**config.mk**
```make
export PLATFORM = sky130hd
export DESIGN_NAME = serial_subtractor
export DESIGN_NICKNAME = d
export VERILOG_FILES = /design/src/rtl/serial_sub_pkg.sv /design/src/rtl/full_subtractor_structural.sv /design/src/rtl/serial_subtractor.sv
export SDC_FILE = /design/constraint.sdc
export NUM_CORES = 1
export LEC_CHECK = 0
export CAP_MARGIN = 20
export CORE_MARGIN = 1
export CORE_UTILIZATION = 55
export CTS_CLUSTER_SIZE = 28
export DETAILED_ROUTE_END_ITERATION = 7
export GPL_TIMING_DRIVEN = 0
export PLACE_DENSITY = 0.81
export SYNTH_ARGS = -nofsm -noshare
export SYNTH_HDL_FRONTEND = slang
export SYNTH_SLANG_ARGS = --single-unit
```
**constraint.sdc**
```tcl
create_clock -name clk -period 2.25 [get_ports clk]
set_clock_uncertainty 0.1 [all_clocks]
set_input_delay 0.5625 -clock clk [delete_from_list [all_inputs] [get_ports clk]]
set_output_delay 0.5625 -clock clk [all_outputs]
set_load 0.01 [all_outputs]
```
**src/rtl/serial_sub_pkg.sv**
```systemverilog
// Shared types and constants for the bit-serial subtractor.
package serial_sub_pkg;

   typedef enum logic [1:0] {
      IDLE = 2'd0,
      RUN  = 2'd1,
      DONE = 2'd2
   } sub_state_e;

   localparam int SUB_WIDTH_DEFAULT = 8;
   localparam int SUB_CNT_W_DEFAULT = $clog2(SUB_WIDTH_DEFAULT);

   // Bit-counter width for a given operand width (never narrower than one bit).
   function automatic int cnt_width(input int w);
      return (w < 2) ? 1 : $clog2(w);
   endfunction

endpackage

```
**src/rtl/full_subtractor_structural.sv**
```systemverilog
// One-bit full subtractor built from gate primitives: diff = a^b^bin,
// borrow_out = (~a & b) | (~(a^b) & bin).
module full_subtractor_structural (
   input  logic a,
   input  logic b,
   input  logic borrow_in,
   output logic diff,
   output logic borrow_out
);

   logic a_n;
   logic a_xor_b;
   logic a_xnor_b;
   logic brw_gen;
   logic brw_prop;

   xor g_diff     (diff, a, b, borrow_in);
   not g_a_n      (a_n, a);
   and g_brw_gen  (brw_gen, a_n, b);
   xor g_axb      (a_xor_b, a, b);
   not g_axnb     (a_xnor_b, a_xor_b);
   and g_brw_prop (brw_prop, a_xnor_b, borrow_in);
   or  g_brw_out  (borrow_out, brw_gen, brw_prop);

endmodule

```
**src/rtl/serial_subtractor.sv**
```systemverilog
// Bit-serial two's-complement subtractor, LSB first, WIDTH cycles per result.
// Define SERIAL_SUB_OVERFLOW_EN to add the registered signed-overflow output ovf.
module serial_subtractor
   import serial_sub_pkg::*;
#(
   parameter int WIDTH = SUB_WIDTH_DEFAULT
) (
   input  logic             clk,
   input  logic             rst_n,
   input  logic             start,
   input  logic [WIDTH-1:0] a,
   input  logic [WIDTH-1:0] b,
   output logic             busy,
   output logic             done,
   output logic [WIDTH-1:0] diff,
   output logic             borrow_out
`ifdef SERIAL_SUB_OVERFLOW_EN
   ,
   output logic             ovf
`endif
);

   localparam int               CNT_W    = cnt_width(WIDTH);
   localparam logic [CNT_W-1:0] LAST_BIT = CNT_W'(WIDTH - 1);

   sub_state_e       state_reg;
   sub_state_e       state_next;
   logic [WIDTH-1:0] sa_reg;
   logic [WIDTH-1:0] sb_reg;
   logic [WIDTH-1:0] res_reg;
   logic             borrow_reg;
   logic [CNT_W-1:0] cnt_reg;
   logic             cell_d;
   logic             cell_bout;
   logic             accept;
   logic             last_bit;

   full_subtractor_structural u_cell (
      .a          (sa_reg[0]),
      .b          (sb_reg[0]),
      .borrow_in  (borrow_reg),
      .diff       (cell_d),
      .borrow_out (cell_bout)
   );

   assign accept   = start && ((state_reg == IDLE) || (state_reg == DONE));
   assign last_bit = (state_reg == RUN) && (cnt_reg == LAST_BIT);

   always_comb begin
      state_next = state_reg;
      busy       = 1'b0;
      done       = 1'b0;
      case (state_reg)
         IDLE: if (start) state_next = RUN;
         RUN: begin
            busy = 1'b1;
            if (cnt_reg == LAST_BIT) state_next = DONE;
         end
         DONE: begin
            done       = 1'b1;
            state_next = start ? RUN : IDLE;
         end
         default: state_next = IDLE;
      endcase
   end

   always_ff @(posedge clk or negedge rst_n) begin
      if (!rst_n) state_reg <= IDLE;
      else        state_reg <= state_next;
   end

   // The final bit goes straight into diff so the result is valid while done is high.
   always_ff @(posedge clk or negedge rst_n) begin
      if (!rst_n) begin
         sa_reg     <= '0;
         sb_reg     <= '0;
         res_reg    <= '0;
         borrow_reg <= 1'b0;
         cnt_reg    <= '0;
         diff       <= '0;
         borrow_out <= 1'b0;
      end else if (accept) begin
         sa_reg     <= a;
         sb_reg     <= b;
         borrow_reg <= 1'b0;
         cnt_reg    <= '0;
      end else if (state_reg == RUN) begin
         sa_reg     <= sa_reg >> 1;
         sb_reg     <= sb_reg >> 1;
         res_reg    <= {cell_d, res_reg[WIDTH-1:1]};
         borrow_reg <= cell_bout;
         cnt_reg    <= cnt_reg + 1'b1;
         if (last_bit) begin
            diff       <= {cell_d, res_reg[WIDTH-1:1]};
            borrow_out <= cell_bout;
         end
      end
   end

`ifdef SERIAL_SUB_OVERFLOW_EN
   logic a_msb_reg;
   logic b_msb_reg;

   // The last processed bit is the result MSB, so overflow is decided on that edge.
   always_ff @(posedge clk or negedge rst_n) begin
      if (!rst_n) begin
         a_msb_reg <= 1'b0;
         b_msb_reg <= 1'b0;
         ovf       <= 1'b0;
      end else if (accept) begin
         a_msb_reg <= a[WIDTH-1];
         b_msb_reg <= b[WIDTH-1];
      end else if (last_bit) begin
         ovf <= (a_msb_reg != b_msb_reg) && (cell_d != a_msb_reg);
      end
   end
`endif

endmodule
```
### Word level (Yosys, flattened, before mapping)

Cells that the tools add are included.

* bitwise logic cells: 7
* reductions and logical operators: 9
* multiplexer cells: 14
* equality and inequality tests: 5
* add/sub/neg operators: 1

Operator list (count)
* 2-to-1 mux 8 bit: 4
* 2-to-1 mux 3 bit: 2
* one-hot mux 2 bit (3 select lines): 1
* 2-to-1 mux 1 bit: 5
* 2-to-1 mux 2 bit: 2
* inequality test 2 bit (second input constant): 2
* AND reduction 2 bit: 2
* adder 3 x 1 -> 3 bit (second input constant): 1
* == test 3 bit (second input constant): 1
* NOT 1 bit: 3
* AND reduction 3 bit: 1
* parity 3 bit: 1
* AND 1 bit: 2
* == test 2 x 1 -> 1 bit (second input constant): 1
* == test 2 bit (second input constant): 1
* logical AND 1 bit: 2
* logical NOT 2 bit: 1
* nonzero test 2 bit: 1
* logical OR 1 bit: 1
* OR 1 bit: 1
* XOR 1 bit: 1

* flip-flop bits (word level): 39
* input bits: 19
* logic and storage cells: 44
* output and inout port bits: 11

### Logic depth before layout (Yosys ltp)

* word-level depth: 6
* mapped depth: 6
* mapped depth without buffers: 5

### Modules after synthesis

A second synthesis with hierarchy kept.

* cell total of the unflattened synthesis: 134
* area total of the unflattened synthesis: 1910.6 sq um

By module, submodules not included
* serial_subtractor: instances 1, sequential area each 950.9 sq um, cells an instance 130, area each 1879.3 sq um
* full_subtractor_structural: instances 1, sequential area each 0.0 sq um, cells an instance 4, area each 31.3 sq um

### Least setup slack after synthesis

Ideal clock, no wire load.

* kind: reg2out
* start point: register state_reg[1]
* end point: output port busy
* slack: 0.690 ns
* data required time: 1.587 ns
* data arrival time: 0.898 ns
* cell stages (with the launch flop): 5
* buffers on the path: 2
* cell sequence: dfrtp_1 buf_6 nand2b_4 inv_2 buf_2

* longest elaborated chain between the ends: 2

Ends and longest elaborated chain
* start, declared: line serial_subtractor.sv:26 `sub_state_e state_reg;`
* start signal, assigned: line serial_subtractor.sv:69 `else state_reg <= state_next;`
* == test 2 x 1 -> 1 bit: line serial_subtractor.sv:53 `case (state_reg)`
* 2-to-1 mux 1 bit: line serial_subtractor.sv:53
* end, declared: line serial_subtractor.sv:13 `output logic busy,`

Every way passes these cells.

### Worst setup path in the final report

Same ends and word-level chain as after synthesis.

==> run_results.csv <==
group,metric,value,unit
detailed_routing,drt_pass1_iterations,4,
logic_synthesis,synth-warning-count,0,
setup_path,cpMaxStageDelayCell,"dfrtp_1",
logic_synthesis,ys_seq_area_share,54.5,%
floorplanning,chipWidth,58.3,um
outcome,outcome,"finished clean",
min_path,hold_path_class,"primary input to async pin",
setup_path,start_kind,"flop",
global_route,antenna_found_initial,0,
final_layout,diodes,0,
place,dp.cells,221,
global_route,grt_pass1_wl,5.52,mm
clock_tree,ctsHoldBuffers,0,
pwr,power.density,1350,nW/um2
final_layout,area_delta_synth_final,23.7,%
floorplanning,start_util,57.6,%
sta,finalCritPeriodShare,93.9,%
floorplanning,io-pin-count,30,
detailed_routing,wl_per_cell,13.5,um
final_layout,drive_above_1_share,23.8,%
place,io_buffers,29,
place,post-dp-hpwl,2.28,mm
detailed_routing,viasPerCell,5.23,
final_layout,nets,206,
detailed_routing,drt_iter0_drc,24,
setup_path,cp_top_family,"buffers and inverters",
sta,timing.final.crit_period,2.11,ns
clock_tree,clk_latency,0.34,ns
logic_synthesis,avgSynthCellArea,11.8,um2
setup_path,max_stage_delay,0.39,ns
global_route,overflow,0,
sta,rsz0062_at_grt,"no",
clock_tree,cts_root_buffer,"clkbuf_4",
logic_synthesis,syn-num-nets,170,
place,place_congestion,0.702,
setup_path,crit_chain,"buf_6 -> nand2b_4 -> inv_6 -> dlygate4sd2_1",
sta,tightest_slew,0.823,ns
pwr,ir_drop,607,uV
floorplanning,coreArea,3030,um2
floorplanning,die_area,3400,um2
clock_tree,cts_tree,"built",
final_layout,finish.utilization,71.3,%
setup_path,critical_path_class,"flop to output pin",
sta,finalSetupViolations,0,
detailed_routing,drcViolationCount,0,
clock_tree,cts.sinks,38,
setup_path,worst-path-buf-inv,3,
floorplanning,die_h,58.3,um
run,cap_violations,0,
sta,holdWs,0.203,ns
clock_tree,numCtsBuffers,5,
pwr,leakage,0.998,nW
setup_path,reg2regPathDepth,5,
detailed_routing,vias,1197,
setup_path,cp-end-kind,"output pin",
clock_tree,clockBufferDepth,2,
setup_path,worstPathRequired,1.59,ns
global_route,grt_pass1_vias,1217,
global_route,track_usage,22.0,%
setup_path,crit_fanout,12,
clock_tree,htreeDepth,2,
logic_synthesis,synth.distinct_cells,25,
logic_synthesis,synthCells,148,
final_layout,nFillCells,241,
logic_synthesis,syn-cell-area,1750,um2
final_layout,final_cells,229,
detailed_routing,ant_nets,0,
setup_path,critPathArrivalTime,1.45,ns
sta,max_freq,473,MHz
sta,slew_viol_final,0,
clock_tree,cts.clk_slew.worst_paths,0.12,ns
pwr,p_total,0.00292,W
sta,relSlewSlack,45.1,%
global_route,grt_max_degree,39,
sta,final_hold_viol_count,0,
logic_synthesis,ys_ff_latch,38,
floorplanning,fp-row-count,20,
detailed_routing,postRouteWirelength,3.10,mm
setup_path,crit_cells,4,
[cells in the mapped netlist, drive strengths merged]
cell type	n	share of area, %
a22o	5	2.5
nand2b	2	1.3
nor2b	4	1.9
a21oi	2	0.57
o22ai	12	4.3
nand2	23	4.9
buf	9	4.7
inv	4	0.86
mux2i	2	1.1
dfrtp	38	54
mux2	10	8.0
ha	2	1.4
nand3b	1	1.1
a211oi	2	0.86
o21ai	4	1.1
nor2	14	3.0
nor3	12	6.3
nand3	1	0.29
fa	1	1.1
[worst register-to-register path, stage by stage (launching register included)]
cell,delay [ns]
dfrtp_1,0.42
ha_1,0.21
ha_1,0.22
nand3b_4,0.09
buf_6,0.16
mux2_4,0.31
[routing by layer]
layer | wire length (um) | up-vias | track usage, % | share of wire [%]
met5 | 0 | - | 0 | 0
met4 | 49 | 0 | 7.14 | 1.6
met3 | 130 | 7 | 5.93 | 4.2
met2 | 1540 | 32 | 37.8 | 50
met1 | 1380 | 577 | 27.0 | 45
li1 | - | 581 | - | -
[where the power goes]
group | switching (W) | total (W) | internal, W
Sequential | 0.000219 | 0.00122 | 0.00100
Clock | 0.000222 | 0.000372 | 0.000150
Combinational | 0.000625 | 0.00133 | 0.000703
Total | 0.00107 | 0.00292 | 0.00186
[metrics by stage]
step                TNS, ns  worst slack (ns)  cell area, um2
floorplan                 0             0.690            1750
global placement     -10.01            -0.265            2090
detailed placement        0            0.0333            2090
CTS                       0           0.00546            2160
global route              0            0.0529            2160
finish                    0             0.137            2160
[cells in the final DEF, fill, tap and decap left out, types with 2 or more instances in the layout]
cell type         n
clkdlybuf4s50_1  26
clkbuf_4          5
ha_1              2
mux2i_1           2
o22ai_1          12
mux2_4            7
nor3_2           10
nor2_1           14
nor2b_1           3
dfrtp_1          37
mux2_2            3
a21oi_1           2
nand2_1          23
nor3_1            2
a211oi_1          2
a22o_1            5
inv_1             3
o21ai_0           4
buf_2             3
buf_6             6
[path summary, 6_finish.rpt]
check / start / to / slack (ns)
worst min-delay path: rst_n / res_reg[5] / 0.20
worst max-delay path: state_reg[1] / busy / 0.14
worst max register to register: cnt_reg[0] / diff[6] / 0.64
worst min register to register: res_reg[1] / res_reg[1] / 0.40
max in group asynchronous: rst_n / state_reg[0] / 1.29
min in group clk: res_reg[1] / res_reg[1] / 0.40
[what timing repair did]
item	in CTS	in global routing
cloned	0	0
gates resized for setup	4	1
setup endpoints to repair	2	1
buffers inserted	1	0
[area by class of cell]
class,instances,area [um2],area share (%)
Sequential cell,38,952,44.1
Multi-Input combinational cell,97,697,32.3
Tap cell,44,55.1,2.55
Clock inverter,2,12.5,0.579
Timing Repair Buffer,30,294,13.6
Clock buffer,6,51.3,2.38
Buffer,8,77.6,3.59
Inverter,4,20.0,0.927
[logic make-up after synthesis]
family	Yosys count	synth area share, %
simple gates	57	18.9
flops	38	54.5
compound gates	25	9.39
buf+inv	13	5.59
mux	12	9.10
fa+ha+maj	3	2.58
(Power assumes the default switching activity.)
